===== src/rtl/reg_write_sched_pkg.sv =====
// Constants shared by the register file, decode and the write-port scheduler.
package reg_write_sched_pkg;

    localparam int unsigned NUM_REGS   = 32;
    localparam int unsigned REG_ZERO   = 0;
    localparam int unsigned ADDR_W_DEF = 5;
    localparam int unsigned DATA_W_DEF = 32;

endpackage


===== src/rtl/reg_write_sched_rr_arbiter.sv =====
// Round-robin arbiter: one-hot grant to the first valid requester at or after ptr.
module rr_arbiter #(
    parameter int unsigned N     = 3,
    parameter int unsigned PTR_W = $clog2(N)
) (
    input  logic [N-1:0]     valid_i,
    input  logic [PTR_W-1:0] ptr_i,
    output logic [N-1:0]     grant_o,
    output logic [PTR_W-1:0] idx_o,
    output logic             any_o
);

    int unsigned      pos;
    logic [PTR_W-1:0] cand;
    logic             found;

    always_comb begin
        grant_o = '0;
        idx_o   = '0;
        found   = 1'b0;
        pos     = 0;
        cand    = '0;
        for (int unsigned k = 0; k < N; k++) begin
            pos = 32'(ptr_i) + k;
            if (pos >= N) begin
                pos = pos - N;
            end
            cand = pos[PTR_W-1:0];
            if (!found && valid_i[cand]) begin
                found         = 1'b1;
                grant_o[cand] = 1'b1;
                idx_o         = cand;
            end
        end
        any_o = found;
    end

endmodule


===== src/rtl/reg_write_sched.sv =====
// Shares the register-file write port between write-back sources and keeps
// the busy scoreboard that decode uses to stall on RAW/WAW hazards.
module reg_write_sched
    import reg_write_sched_pkg::*;
#(
    parameter int unsigned NUM_REQ = 3,
    parameter int unsigned DATA_W  = DATA_W_DEF,
    parameter int unsigned ADDR_W  = ADDR_W_DEF
) (
    input  logic                      clock,
    input  logic                      resetN,
    input  logic [NUM_REQ-1:0]        reqValid,
    input  logic [NUM_REQ*ADDR_W-1:0] reqReg,
    input  logic [NUM_REQ*DATA_W-1:0] reqData,
    output logic [NUM_REQ-1:0]        reqReady,
    input  logic                      reserveEn,
    input  logic [ADDR_W-1:0]         reserveReg,
    output logic                      reserveOk,
    input  logic [ADDR_W-1:0]         regA,
    input  logic [ADDR_W-1:0]         regB,
    output logic                      busyA,
    output logic                      busyB,
    output logic                      writeEnable,
    output logic [ADDR_W-1:0]         regWrite,
    output logic [DATA_W-1:0]         writeData,
    output logic                      errFlag
);

    localparam int unsigned PTR_W = $clog2(NUM_REQ);

    logic [PTR_W-1:0]    ptr_q, ptr_d;
    logic [NUM_REGS-1:0] busy_q, busy_d;
    logic                we_q, we_d;
    logic [ADDR_W-1:0]   regw_q, regw_d;
    logic [DATA_W-1:0]   wdata_q, wdata_d;
    logic                err_q, err_d;

    logic [NUM_REQ-1:0]  grant;
    logic [PTR_W-1:0]    grant_idx;
    logic                grant_any;
    logic [ADDR_W-1:0]   sel_reg;
    logic [DATA_W-1:0]   sel_data;
    logic                set_en;

    rr_arbiter #(
        .N     (NUM_REQ),
        .PTR_W (PTR_W)
    ) u_arb (
        .valid_i (reqValid),
        .ptr_i   (ptr_q),
        .grant_o (grant),
        .idx_o   (grant_idx),
        .any_o   (grant_any)
    );

    assign reqReady = grant;

    always_comb begin
        sel_reg  = '0;
        sel_data = '0;
        for (int unsigned i = 0; i < NUM_REQ; i++) begin
            if (grant[i]) begin
                sel_reg  = reqReg[i*ADDR_W +: ADDR_W];
                sel_data = reqData[i*DATA_W +: DATA_W];
            end
        end
    end

    // reserveOk looks at the registered busy vector, so a clear landing on
    // this same edge cannot open the register early.
    assign reserveOk = (reserveReg == ADDR_W'(REG_ZERO)) || !busy_q[reserveReg];
    assign set_en    = reserveEn && reserveOk && (reserveReg != ADDR_W'(REG_ZERO));
    assign busyA     = busy_q[regA];
    assign busyB     = busy_q[regB];

    always_comb begin
        ptr_d   = ptr_q;
        we_d    = 1'b0;
        regw_d  = regw_q;
        wdata_d = wdata_q;
        if (grant_any) begin
            ptr_d   = (grant_idx == PTR_W'(NUM_REQ - 1)) ? '0 : grant_idx + PTR_W'(1);
            we_d    = (sel_reg != ADDR_W'(REG_ZERO));
            regw_d  = sel_reg;
            wdata_d = sel_data;
        end
        err_d  = err_q | (reserveEn & ~reserveOk);
        // Clear first so a same-edge reservation of the same register wins.
        busy_d = busy_q;
        if (we_q) begin
            busy_d[regw_q] = 1'b0;
        end
        if (set_en) begin
            busy_d[reserveReg] = 1'b1;
        end
        busy_d[REG_ZERO] = 1'b0;
    end

    always_ff @(posedge clock or negedge resetN) begin
        if (!resetN) begin
            ptr_q   <= '0;
            busy_q  <= '0;
            we_q    <= 1'b0;
            regw_q  <= '0;
            wdata_q <= '0;
            err_q   <= 1'b0;
        end else begin
            ptr_q   <= ptr_d;
            busy_q  <= busy_d;
            we_q    <= we_d;
            regw_q  <= regw_d;
            wdata_q <= wdata_d;
            err_q   <= err_d;
        end
    end

    assign writeEnable = we_q;
    assign regWrite    = regw_q;
    assign writeData   = wdata_q;
    assign errFlag     = err_q;

endmodule


===== config.mk =====
export PLATFORM = sky130hd
export DESIGN_NAME = reg_write_sched
export DESIGN_NICKNAME = d
export VERILOG_FILES = /design/src/rtl/reg_write_sched_pkg.sv /design/src/rtl/reg_write_sched_rr_arbiter.sv /design/src/rtl/reg_write_sched.sv
export SDC_FILE = /design/constraint.sdc
export NUM_CORES = 1
export LEC_CHECK = 0
export CAP_MARGIN = 20
export CORE_ASPECT_RATIO = 1.2
export CORE_MARGIN = 5
export CORE_UTILIZATION = 48
export CTS_CLUSTER_SIZE = 40
export DETAILED_ROUTE_END_ITERATION = 7
export HOLD_SLACK_MARGIN = 0.08
export PLACE_DENSITY = 0.88
export SYNTH_ARGS = -nofsm -noshare
export SYNTH_HDL_FRONTEND = slang
export SYNTH_SLANG_ARGS = --single-unit

===== constraint.sdc =====
create_clock -name clock -period 5.2 [get_ports clock]
set_clock_uncertainty 0.05 [all_clocks]
set_input_delay 0.52 -clock clock [delete_from_list [all_inputs] [get_ports clock]]
set_output_delay 0.52 -clock clock [all_outputs]
set_load 0.005 [all_outputs]

==> qor.txt <==
Cts bufs inserted - 9
Area share of the largest cell type after synthesis - 0.391
Routed len/inst - 22.2 um
Area Overhead vs Synth - 44.6%
Core area - 9470 um^2
Number of global-route vias before repair - 4,768
Distinct cells, synth - 52
Mapped Area - 4610 um^2
CTS max path bufs - 2
Period utilization - 0.703
Yosys Warn Count - 0
Critical path depth - 5
Worst-Skew Late Latency - 330 ps
Crit Path Category - input port to output port
Ports - 177
Crit start category - input port
Number of port buffers - 176
Area of the die - 11,700 um^2
Fmax - 0.273 GHz
Dpl ws - 1530 ps
Net count after synthesis - 573
Post-synthesis cell count - 437
Initial Util - 0.487
Minimum clock period after layout - 3660 ps
CP Max Fanout - 9
RR Startpoint - ptr_q[0]
CTS tree - built
Final wirelength - 16,000 um
Pin count of the biggest net entering global routing - 73
First-pass GRT wire length - 25,000 um
Sequential area share after synthesis - 0.391
Placed Cells - 706
H-Tree Level Count - 3
CTS Root Cell - clkbuf_16
Main synth FF type - dfrtp_1
GPL Wtd Cong - 1.06
Endpoint class of the critical path - output port
Fin cells - 722
Actual slew at the worst max-slew pin - 911 ps
Total Neg Setup Slack - 0 ps
Crit. Startpoint - regB[0]
Drt drc - 0
Detail Placement HPWL - 12,200 um
Max_cap viols - 0
Antenna viol nets, final - 0
Worst setup margin - 1540 ps
Congestion Overflow GR - 0
# rows - 39
Post-CTS Hold Buffers - 0
Req. time, crit path - 4630 ps
Critical path cell sequence - clkdlybuf4s50_1 > mux4_2 > mux4_2 > mux2_2 > clkdlybuf4s50_1
Placed Area - 6370 um^2
DR pass1 iterations - 5
CP max stage cell - clkdlybuf4s50_1
Die H - 117 um
CP peak stage delay - 790 ps
R2R depth - 9
Power density cells - 623 nW/um^2
Share of layout cells above drive strength 1 - 0.157
Number of synthesized flops with an enable pin - 0
Total GRT Usage - 0.274
Total vias in the final route - 4,517
# resized after CTS - 0
Relative slew slack - 0.393
Worst VDD drop - 0.408 mV
Flops & latches, synth - 72
Postcts setup bufs - 0
Crit path arrival time - 3090 ps
Asr flop ratio synth - 1.00
Slew Limit Fails - 0
Via density - 6.26
Unrepaired setup endpoints after global routing - false
Top post-synthesis cells by area - dfrtp_1, mux4_2, a22oi_2
Biggest area consumer among synthesized cells - dfrtp_1
FILL cells - 715
Reg clk slew, reported paths - 50 ps
Initial antenna violation count - 0
Crit path max-delay family - multiplexers
Post-layout net count - 730
Final Hold Violating Endpoints - 0
Total chip power - 0.00416 W
Hold crit path type - input port to asynchronous set/reset pin
Lkg Pwr - 2.52 nW
N_diodes - 0
Outcome - finished, final reports clean
Die W - 99.5 um
Sink Count - 72
Syn_area_per_cell - 10.6 um^2
CP Buf/Inv Count - 2
1st-iter DRT viols - 288
Setup-failing EPs final - 0
Final Instance Area - 6670 um^2
## flip-flops by register name, summed over array words and instances, names as in the netlist
register / cells
regWrite: 5
busy_q: 31
errFlag: 1
writeData: 32
writeEnable: 1
ptr_q: 2
## per-stage QoR
step                      hold slack (ps)  utilization
after floorplan                       174            -
after global placement                392        0.673
after detailed placement              397        0.673
after CTS                             385        0.705
after global routing                  422        0.705
final                                 331        0.705
## where the power goes
group | leakage, nW | internal [W] | switching (W)
clock network | 0.150 | 0.000396 | 0.000223
logic | 1.50 | 0.00115 | 0.00120
registers | 0.873 | 0.000854 | 0.000332
## synthesized netlist by cell type, types with 3 or more instances
cell type,instances
buf_6,5
dfrtp_1,72
mux4_2,25
inv_1,12
nand3b_1,7
buf_2,7
nand2_1,21
mux2_2,5
nand3_1,7
clkbuf_1,18
a21oi_1,4
buf_4,4
a21o_1,4
ha_1,4
a22oi_1,36
and3b_1,3
nor2_1,15
o21ai_1,57
o21ai_0,47
nor4bb_1,3
or3_1,3
a22oi_2,30
and2_1,3
nor2b_1,4
a221oi_1,3
## logic make-up (layout without fill, tap and decap cells)
kind of cell    after synthesis  after routing  share of synthesized area
simple gates                 81             81                      0.100
fa+ha+maj                     4              4                     0.0108
flops                        72             72                      0.391
mux                          33             33                      0.142
buf+inv                      48            210                     0.0523
compound gates              199            199                      0.304
## cell type report
cell class,count,area [um^2],share of cell area
Multi-Input combinational cell,317,2570,0.386
Sequential cell,72,1800,0.270
Timing Repair Buffer,180,1790,0.268
Clock buffer,13,260,0.0390
Tap cell,123,154,0.0231
Inverter,14,52.6,0.00788
Clock inverter,3,40.0,0.00600
## final timing paths
check | slack, ps | end
max in group asynchronous | 4150 | busy_q[8]
worst max register to register | 2200 | writeData[6]
worst min register to register | 400 | errFlag
worst min-delay path | 330 | busy_q[1]
worst max-delay path | 1540 | busyB
min in group clock | 400 | errFlag
## cells in the final DEF, fill, tap and decap left out, types with 5 or more instances in the layout
| master | n |
|---|---|
| dfrtp_1 | 72 |
| o21ai_0 | 47 |
| nand3b_1 | 7 |
| nand2_1 | 21 |
| clkdlybuf4s50_1 | 175 |
| nor2_1 | 15 |
| o21ai_1 | 57 |
| mux2_2 | 5 |
| a22oi_2 | 30 |
| mux4_2 | 25 |
| clkbuf_16 | 9 |
| nand3_1 | 7 |
| a22oi_1 | 36 |
| inv_1 | 12 |
## layer usage
metal | vias up | GRT usage | wire length [um]
met2 | 254 | 0.463 | 7990
met4 | 0 | 0.138 | 720
met3 | 52 | 0.0778 | 1430
met5 | - | 0 | 0
met1 | 2209 | 0.314 | 5880
li1 | 2002 | - | -
Note: power is estimated with default switching activity, not from simulation.
